<file path="config.mk">
export PLATFORM = sky130hd
export DESIGN_NAME = pause_dim_ctl
export DESIGN_NICKNAME = d
export VERILOG_FILES = /design/src/rtl/pause_dim_ctl_pkg.sv /design/src/rtl/pause_dim_ctl_rgb_dimmer.sv /design/src/rtl/pause_dim_ctl.sv
export SDC_FILE = /design/constraint.sdc
export NUM_CORES = 1
export LEC_CHECK = 0
export ABC_CLOCK_PERIOD_IN_PS = 2200
export CAP_MARGIN = 20
export CORE_UTILIZATION = 45
export CTS_BUF_LIST = sky130_fd_sc_hd__clkbuf_8
export DETAILED_ROUTE_END_ITERATION = 12
export GPL_TIMING_DRIVEN = 0
export PLACE_DENSITY = 0.78
export SYNTH_ARGS = -nofsm -noshare
export SYNTH_HDL_FRONTEND = slang
export SYNTH_SLANG_ARGS = --single-unit
</file>
<file path="constraint.sdc">
create_clock -name clk_sys -period 2.2 [get_ports clk_sys]
set_input_delay 0.44 -clock clk_sys [delete_from_list [all_inputs] [get_ports clk_sys]]
set_output_delay 0.44 -clock clk_sys [all_outputs]
set_load 0.03 [all_outputs]
</file>
<file path="src/rtl/pause_dim_ctl_pkg.sv">
// Shared types and helpers for the pause/dim controller.
package pause_pkg;

    // Controller modes: running, user-paused, armed for a frame step, running the stepped frame
    typedef enum logic [1:0] {
        RUN      = 2'd0,
        PAUSED   = 2'd1,
        STEP_ARM = 2'd2,
        STEP_RUN = 2'd3
    } pause_state_t;

    // Number of colour channels carried on the packed {R,G,B} bus
    localparam int NUM_CH = 3;

    // Width of a counter able to hold 0..cycles; never narrower than one bit
    function automatic int timer_width(input int cycles);
        return (cycles < 1) ? 1 : $clog2(cycles + 1);
    endfunction

endpackage

</file>
<file path="src/rtl/pause_dim_ctl_rgb_dimmer.sv">
// Per-pixel RGB register that attenuates every channel by a fixed right shift
// while dimming is requested. Updates only on ce_pix and holds in between.
module rgb_dimmer
    import pause_pkg::*;
#(
    parameter int COLOR_W   = 4,
    parameter int DIM_SHIFT = 1
) (
    input  logic                      clk_sys,
    input  logic                      reset,
    input  logic                      ce_pix,
    input  logic                      dim,
    input  logic [NUM_CH*COLOR_W-1:0] rgb_in,
    output logic [NUM_CH*COLOR_W-1:0] rgb_out
);

    logic [NUM_CH*COLOR_W-1:0] shifted;

    // Shift each channel on its own so no bits leak from one colour into the next
    always_comb begin
        shifted = '0;
        for (int c = 0; c < NUM_CH; c++) begin
            shifted[c*COLOR_W +: COLOR_W] = rgb_in[c*COLOR_W +: COLOR_W] >> DIM_SHIFT;
        end
    end

    // Capture the pixel on the pixel enable, choosing the attenuated or original colour
    always_ff @(posedge clk_sys or posedge reset) begin
        if (reset) begin
            rgb_out <= '0;
        end else if (ce_pix) begin
            rgb_out <= dim ? shifted : rgb_in;
        end
    end

endmodule

</file>
<file path="src/rtl/pause_dim_ctl.sv">
// Pause/dim controller for arcade cores. Merges external pause requests with a
// user pause toggle, supports single-frame stepping while paused, and dims the
// video after a programmable idle time.
// Optional build macro PAUSE_OSD_EN adds an osd_status input: an open menu
// forces the core paused and counts as idle time, without touching the mode.
module pause_dim_ctl
    import pause_pkg::*;
#(
    parameter int NUM_SRC    = 2,
    parameter int COLOR_W    = 4,
    parameter int DIM_CYCLES = 240000000,
    parameter int DIM_SHIFT  = 1
) (
    input  logic                      clk_sys,
    input  logic                      reset,
    input  logic                      pause_btn,
    input  logic                      step_btn,
    input  logic [NUM_SRC-1:0]        pause_src,
    input  logic                      vblank,
    input  logic                      ce_pix,
    input  logic [NUM_CH*COLOR_W-1:0] rgb_in,
`ifdef PAUSE_OSD_EN
    input  logic                      osd_status,
`endif
    output logic                      pause,
    output logic                      user_paused,
    output logic                      dimmed,
    output logic [NUM_CH*COLOR_W-1:0] rgb_out
);

    localparam int            TW      = timer_width(DIM_CYCLES);
    localparam logic [TW-1:0] DIM_MAX = TW'(DIM_CYCLES);
    localparam bit            DIM_EN  = (DIM_CYCLES != 0);

    pause_state_t  state;
    logic          pause_btn_q;
    logic          step_btn_q;
    logic          vblank_q;
    logic          pause_edge;
    logic          step_edge;
    logic          vblank_edge;
    logic          osd;
    logic          timer_en;
    logic [TW-1:0] timer;

`ifdef PAUSE_OSD_EN
    assign osd = osd_status;
`else
    assign osd = 1'b0;
`endif

    assign pause_edge  = pause_btn & ~pause_btn_q;
    assign step_edge   = step_btn  & ~step_btn_q;
    assign vblank_edge = vblank    & ~vblank_q;

    // The stepped frame itself is not idle time; an open menu is
    assign timer_en = (state == PAUSED) | (state == STEP_ARM) | osd;

    // Remember last level of each level input so rising edges can be spotted
    always_ff @(posedge clk_sys or posedge reset) begin
        if (reset) begin
            pause_btn_q <= 1'b0;
            step_btn_q  <= 1'b0;
            vblank_q    <= 1'b0;
        end else begin
            pause_btn_q <= pause_btn;
            step_btn_q  <= step_btn;
            vblank_q    <= vblank;
        end
    end

    // Mode machine plus its registered outputs; pause button edges always take priority
    always_ff @(posedge clk_sys or posedge reset) begin
        if (reset) begin
            state       <= RUN;
            pause       <= 1'b0;
            user_paused <= 1'b0;
        end else begin
            pause       <= (|pause_src) | (state == PAUSED) | (state == STEP_ARM) | osd;
            user_paused <= (state != RUN);
            case (state)
                RUN: begin
                    if (pause_edge) state <= PAUSED;
                end
                PAUSED: begin
                    if (pause_edge)     state <= RUN;
                    else if (step_edge) state <= STEP_ARM;
                end
                STEP_ARM: begin
                    if (pause_edge)       state <= RUN;
                    else if (vblank_edge) state <= STEP_RUN;
                end
                STEP_RUN: begin
                    if (pause_edge)       state <= RUN;
                    else if (vblank_edge) state <= PAUSED;
                end
                default: state <= RUN;
            endcase
        end
    end

    // Idle timer: counts up to DIM_CYCLES while idle, restarts on any pause press
    always_ff @(posedge clk_sys or posedge reset) begin
        if (reset) begin
            timer <= '0;
        end else if (pause_edge | ~timer_en) begin
            timer <= '0;
        end else if (timer != DIM_MAX) begin
            timer <= timer + 1'b1;
        end
    end

    // Dim once the idle timer has saturated, unless dimming is disabled altogether
    always_ff @(posedge clk_sys or posedge reset) begin
        if (reset) begin
            dimmed <= 1'b0;
        end else begin
            dimmed <= DIM_EN & (timer == DIM_MAX);
        end
    end

    rgb_dimmer #(
        .COLOR_W   (COLOR_W),
        .DIM_SHIFT (DIM_SHIFT)
    ) u_dimmer (
        .clk_sys (clk_sys),
        .reset   (reset),
        .ce_pix  (ce_pix),
        .dim     (dimmed),
        .rgb_in  (rgb_in),
        .rgb_out (rgb_out)
    );

endmodule

</file>
==> results.toml, run 1 <==
[grt]
grt_pass1_vias = 1720
grt_overflow = 0
grt_max_degree = 44
grt.total_usage_pct = 18.4
antenna_found_initial = 0
grt_pass1_wl_um = 7680

[finish]
instances_no_fill = 347
areaGrowthSynthToFinish_pct = 22.8
drive_above_1_share_pct = 8.66
nNetsFinal = 303
post-route-util_pct = 57.2
antenna_cells = 0

[clocking]
cts_tree = "yes"
cts_root_buf = "clkbuf_8"
max-clock-path-buffers = 2
cts_buffers = 5
cts_max_level = 2
post_cts_resized = 0
worstSkewPairLatency_ps = 310
clkTransAtPathRegs_ps = 100
cts.sinks = 48

[logic_synthesis]
syn_nets = 261
synthArstFlopShare_pct = 100
synth_top_cell_by_area = "dfrtp_1"
ys_seq_area_share_pct = 50.5
ys_ff_latch = 48
yosysUniqueCellTypes = 37
synthDominantCellAreaShare_pct = 50.5
netlist_area_sq_um = 2380
syn_inst = 234
synth-edff-count = 0
synth_flop_cell = "dfrtp_1"
ys_warn_count = 0
avgSynthCellArea_sq_um = 10.2
synth_area_leaders = "dfrtp_1 (51%), xor2_1 (6.3%), nor2_1 (6.0%)"

[worst_setup_path]
end_kind = "flop"
arrival_ps = 2200
cp_max_fo = 10
cp-start-kind = "flop"
criticalPathCategory = "reg -> reg"
critical_path_required_ps = 2410

[timing]
rsz0062_at_grt = "no"
drv_slew = 0
hold_slack_ps = 327
finalHoldViolCount = 0
finalSetupViolCount = 0
tightest_slew_ps = 696
period_minus_slack_ps = 1990
fin_skew_ps = 9.08
maxSlewHeadroom_pct = 53.2
max_freq_mhz = 503
finalCritPeriodShare_pct = 90.3
timing.final.ws_setup_ps = 213

[route]
num_vias = 1781
wl_um = 4590
first_pass_iters = 4
drtAntennaViolNets = 0
drtIter0Drc = 94
avgRoutedWirePerCell_um = 13.2
routed_via_density = 5.13
drc = 0

[outcome]
outcome = "finished, final reports clean"

[place]
placed_cells = 339
hpwl_um = 3300
port_buffers = 34
finalWeightedCongestion = 0.822
place_ws_ps = 58.7

[pwr]
p_int_mw = 1.44
p_sw_uw = 722
p_leak_nw = 1.26
powerDensity_nw_per_um2 = 742
combPwrFrac_pct = 28.1
swShare_pct = 33.3
vdd_drop_max_v = 0.000521
clkPwrFrac_pct = 25.3
power_frac_seq_pct = 46.6
power_mw = 2.17

[die]
fp.dieH_um = 74.7
core-area_sq_um = 5110
start_util_pct = 46.5
die_w_um = 74.7
dieArea_sq_um = 5580
num_rows = 26
io_pins = 35

[run]
cap_violations = 0

[hold_path]
hold_path.class = "in -> async"
[state kept, by name, summed over array words and instances, names as in the netlist]
| name | cells |
|---|---|
| timer | 28 |
| dimmed | 1 |
| user_paused | 1 |
| state | 2 |
| step_btn_q | 1 |
| u_dimmer.rgb_out | 12 |
| pause_btn_q | 1 |
| vblank_q | 1 |
| pause | 1 |
[synthesized netlist by cell type, types with 2 or more instances]
master and number:
dfrtp_1 48, nor2_1 38, xor2_1 17, inv_1 14
nand3_1 14, a21oi_1 13, mux2i_1 11, nand4_1 10
nand2_1 9, and3_1 7, ha_1 7, o21ai_0 7
xnor2_1 6, clkbuf_1 4, nor4_2 3, or3_1 3
nand2b_1 2, nor2b_1 2
[layer usage]
metal / track usage [%] / up-vias / share of wire [%]
li1: - / 884 / -
met1: 23.3 / 863 / 46
met2: 29.6 / 26 / 48
met3: 4.02 / 8 / 2.8
met4: 9.85 / 0 / 2.4
met5: 0 / - / 0
[critical path: stages, from the launching register on]
cell     delay (ps)
dfrtp_1         470
or4b_4          560
nor4_4          560
mux2i_1         250
nor2_1           50
[final timing paths]
check                                          from                  end  slack (ps)  cells past startpoint
worst max-delay path                       timer[2]             timer[1]         210                      4
worst min-delay path                          reset                pause         330                      2
worst max register to register             timer[2]             timer[1]         210                      4
min in group clk_sys            u_dimmer.rgb_out[3]  u_dimmer.rgb_out[3]         520                      2
max in group asynchronous                     reset            timer[10]        1410                      3
worst min register to register  u_dimmer.rgb_out[3]  u_dimmer.rgb_out[3]         520                      2
[cells by family after synthesis]
| logic type | Yosys count | synth area share [%] |
|---|---|---|
| AO/OA/AOI/OAI | 23 | 5.16 |
| XOR/XNOR | 23 | 8.47 |
| adder cells (fa/ha/maj) | 7 | 3.68 |
| buffers and inverters | 21 | 4.10 |
| flip-flops | 48 | 50.5 |
| multiplexers | 11 | 4.63 |
| AND/OR/NAND/NOR | 101 | 23.4 |
[timing repair]
| item | in CTS | in global routing |
|---|---|---|
| hold buffers | 0 | 0 |
| endpoints found under the setup margin | 0 | 4 |
| buffers inserted | 0 | 0 |
[layout by cell type, fill, tap and decap left out, drive strengths merged, types with 7 or more instances in the layout]
cell type	n
clkbuf	10
dfrtp	48
nand4	10
nor2	39
inv	16
ha	7
nand3	14
xor2	17
nand2	9
a21oi	13
o21ai	7
mux2i	11
clkdlybuf4s50	34
and3	8
[power groups by stage]
stage / Combinational, mW / Clock [mW] / Sequential (mW)
after global placement: 0.594 / 0 / 1.02
final: 0.609 / 0.548 / 1.01
after global routing: 0.666 / 0.598 / 1.02
after detailed placement: 0.616 / 0 / 1.03
after floorplan: 0.349 / 0 / 1.08
after CTS: 0.618 / 0.574 / 1.01
[per-stage QoR]
stage	instance area (sq um)	TNS (ps)
floorplan	2380	0
global placement	2810	-15060
CTS	2920	0
global route	2920	0
finish	2920	0
detailed placement	2830	0
[area by class of cell]
| type | count | area [sq um] |
|---|---|---|
| Sequential cell | 48 | 1200 |
| Inverter | 14 | 52.6 |
| Fill cell | 455 | 2190 |
| Multi-Input combinational cell | 165 | 1080 |
| Clock buffer | 5 | 68.8 |
| Tap cell | 70 | 87.6 |
| Buffer | 7 | 45.0 |
| Timing Repair Buffer | 35 | 360 |
| Clock inverter | 3 | 25.0 |
Power figures use the tool's default switching activity.
==> inputs of run 2 (changes only) <==
--- a/config.mk
+++ b/config.mk
@@ -5,13 +5,14 @@
 export SDC_FILE = /design/constraint.sdc
 export NUM_CORES = 1
 export LEC_CHECK = 0
+export ABC_AREA = 1
 export ABC_CLOCK_PERIOD_IN_PS = 2200
 export CAP_MARGIN = 20
 export CORE_UTILIZATION = 45
 export CTS_BUF_LIST = sky130_fd_sc_hd__clkbuf_8
 export DETAILED_ROUTE_END_ITERATION = 12
 export GPL_TIMING_DRIVEN = 0
-export PLACE_DENSITY = 0.78
+export PLACE_DENSITY = 0.77
 export SYNTH_ARGS = -nofsm -noshare
 export SYNTH_HDL_FRONTEND = slang
 export SYNTH_SLANG_ARGS = --single-unit
==> run 2 against run 1 <==
Against the previous run:
- maximum frequency increased by 11%
- routed wire length increased by 43%
- first-iteration DRC count increased by 88%
- largest power group unchanged
- synthesized cell count increased by 71%
- non-clock buffer count decreased by 1
- worst setup slack improved by 200 ps
==> results.toml, run 2 <==
[logic_synthesis]
synthDominantCellAreaShare_pct = 43.6
synth_top_cell_by_area = "dfrtp_1"
yosysMostFrequentCell = "nand2_1"
synthTopCellsByCount = "nand2_1 (126), nor2_1 (86), dfrtp_1 (48)"
synthArstFlopShare_pct = 100
yosysUniqueCellTypes = 26
synth_flop_cell = "dfrtp_1"
netlist_area_sq_um = 2760
syn_inst = 400
ys_seq_area_share_pct = 43.6
yosys.area_share.adder_pct = 3.18
synth-edff-count = 0
synth_top_family_by_area = "simple AND/OR/NAND/NOR gates"
synth-xor-area-share_pct = 0.953
synth_area_leaders = "dfrtp_1 (44%), nand2_1 (17%), nor2_1 (12%)"
ys_warn_count = 0
synth_mux_area_share_pct = 0
avgSynthCellArea_sq_um = 6.89
ys_ff_latch = 48
synth_simple_gate_area_share_pct = 38.5
syn_nets = 427
synth_compound_gate_area_share_pct = 6.35

[die]
fp.dieH_um = 80.3
die_w_um = 80.3
io_pins = 35
start_util_pct = 46.6
dieArea_sq_um = 6440
core-area_sq_um = 5920
num_rows = 28

[outcome]
outcome = "finished, final reports clean"

[finish]
num-fill-cells = 550
post-route-util_pct = 56.3
nNetsFinal = 469
final_cell_mix = "nand2_1 (126), nor2_1 (86), dfrtp_1 (48)"
instances_no_fill = 518
fin_area_sq_um = 3330
layout_commonest_cell = "nand2_1"
largest_register_ffs = 28
reg.largest.list = "timer (28), u_dimmer.rgb_out (12), state (2)"
max_flop_register = "timer"
antenna_cells = 0
drive_above_1_share_pct = 5.87
areaGrowthSynthToFinish_pct = 20.9

[clocking]
cts_root_buf = "clkbuf_8"
worstSkewPairLatency_ps = 300
cts_max_level = 2
max-clock-path-buffers = 2
post_cts_resized = 0
clkTransAtPathRegs_ps = 90
postCtsSetupBuffers = 0
cts_tree = "yes"
cts_buffers = 5
holdBufCountCts = 0
cts.sinks = 48

[grt]
antenna_found_initial = 0
grt.total_usage_pct = 22.8
grt_overflow = 0
grt_pass1_vias = 2513
grt_pass1_wl_um = 11200
grt_max_degree = 43

[timing]
tns_ps = 0
fin_skew_ps = 5.86
finalHoldViolCount = 0
finalSetupViolCount = 0
tightest_slew_ps = 559
maxSlewHeadroom_pct = 62.7
finalCritPeriodShare_pct = 81.1
drv_slew = 0
rsz0062_at_grt = "no"
period_minus_slack_ps = 1780
max_freq_mhz = 561

[place]
placed_cells = 510
hpwl_um = 5010
placed_area_sq_um = 3210
finalWeightedCongestion = 0.966
port_buffers = 34

[route]
drtAntennaViolNets = 0
drc = 0
avgRoutedWirePerCell_um = 12.6
routed_via_density = 5.06
first_pass_iters = 4
wl_um = 6550
drtIter0Drc = 177
num_vias = 2623

[worst_setup_path]
crit_path_top_delay_cell = "clkdlybuf4s50_1"
criticalPathCategory = "reg -> out"
max_stage_delay_ps = 690
critical_path_required_ps = 1760
cpLargestDelayFamily = "buffers and inverters"
crit_chain = "clkdlybuf4s50_1"
critical_path_buf_inv_count = 1
cp-start-kind = "flop"
arrival_ps = 1340
end_kind = "output pin"
cp_max_fo = 2

[pwr]
powerDensity_nw_per_um2 = 719
vdd_drop_max_v = 0.000505
p_leak_nw = 1.45
power_mw = 2.40

[run]
cap_violations = 0

[hold_path]
hold_path.class = "in -> async"
==> run 2: cell type report <==
class                   instances  area (sq um)  share of cell area, %
well taps                      75          93.8                   2.82
multi-input cells             299          1350                   40.6
clock inverters                 2          38.8                   1.16
clock buffers                   6          82.6                   2.48
plain buffers                   6          27.5                  0.826
flip-flops and latches         48          1200                   36.0
inverters                      47           176                   5.29
repair buffers                 35           360                   10.8
==> run 2: final timing paths <==
path / cells past startpoint / end / slack [ps] / from
worst max-delay path: 1 / rgb_out[9] / 420 / u_dimmer.rgb_out[9]
worst min-delay path: 2 / user_paused / 340 / reset
worst max register to register: 5 / timer[15] / 460 / state[0]
worst min register to register: 1 / timer[11] / 510 / timer[11]
max in group asynchronous: 3 / timer[12] / 1390 / reset
min in group clk_sys: 1 / timer[11] / 510 / timer[11]
==> run 2: worst reg2reg max path, delay by kind of cell (launching register included) <==
family	cells	cell delay, ps
AND/OR/NAND/NOR	2	310
flip-flops	1	410
adder cells (fa/ha/maj)	1	300
buffers and inverters	2	600
==> run 2: metal layers <==
| metal | vias to the layer above | routed length, um | GRT usage (%) |
|---|---|---|---|
| met5 | - | 0 | 0 |
| met4 | 0 | 107 | 8.21 |
| met3 | 11 | 300 | 4.43 |
| met2 | 60 | 3120 | 39.3 |
| met1 | 1236 | 3020 | 28.2 |
| li1 | 1316 | - | - |
==> run 2: metrics by stage <==
step                      worst slack, ps  hold WS (ps)
after floorplan                       616           455
after CTS                             409           340
after detailed placement              238           497
after global routing                  371           351
after global placement               -356           503
final                                 416           342
==> run 2: power by group <==
group	leakage [nW]	switching, mW	internal, mW
logic	0.767	0.472	0.241
registers	0.620	0.0544	0.952
clock network	0.0614	0.305	0.372
total	1.45	0.831	1.56
==> run 2: kinds of logic (layout without fill, tap and decap cells) <==
group | after synthesis | count (layout)
xor+xnor | 3 | 3
buf+inv | 53 | 96
simple gates | 257 | 257
flops | 48 | 48
fa+ha+maj | 7 | 7
compound gates | 32 | 32
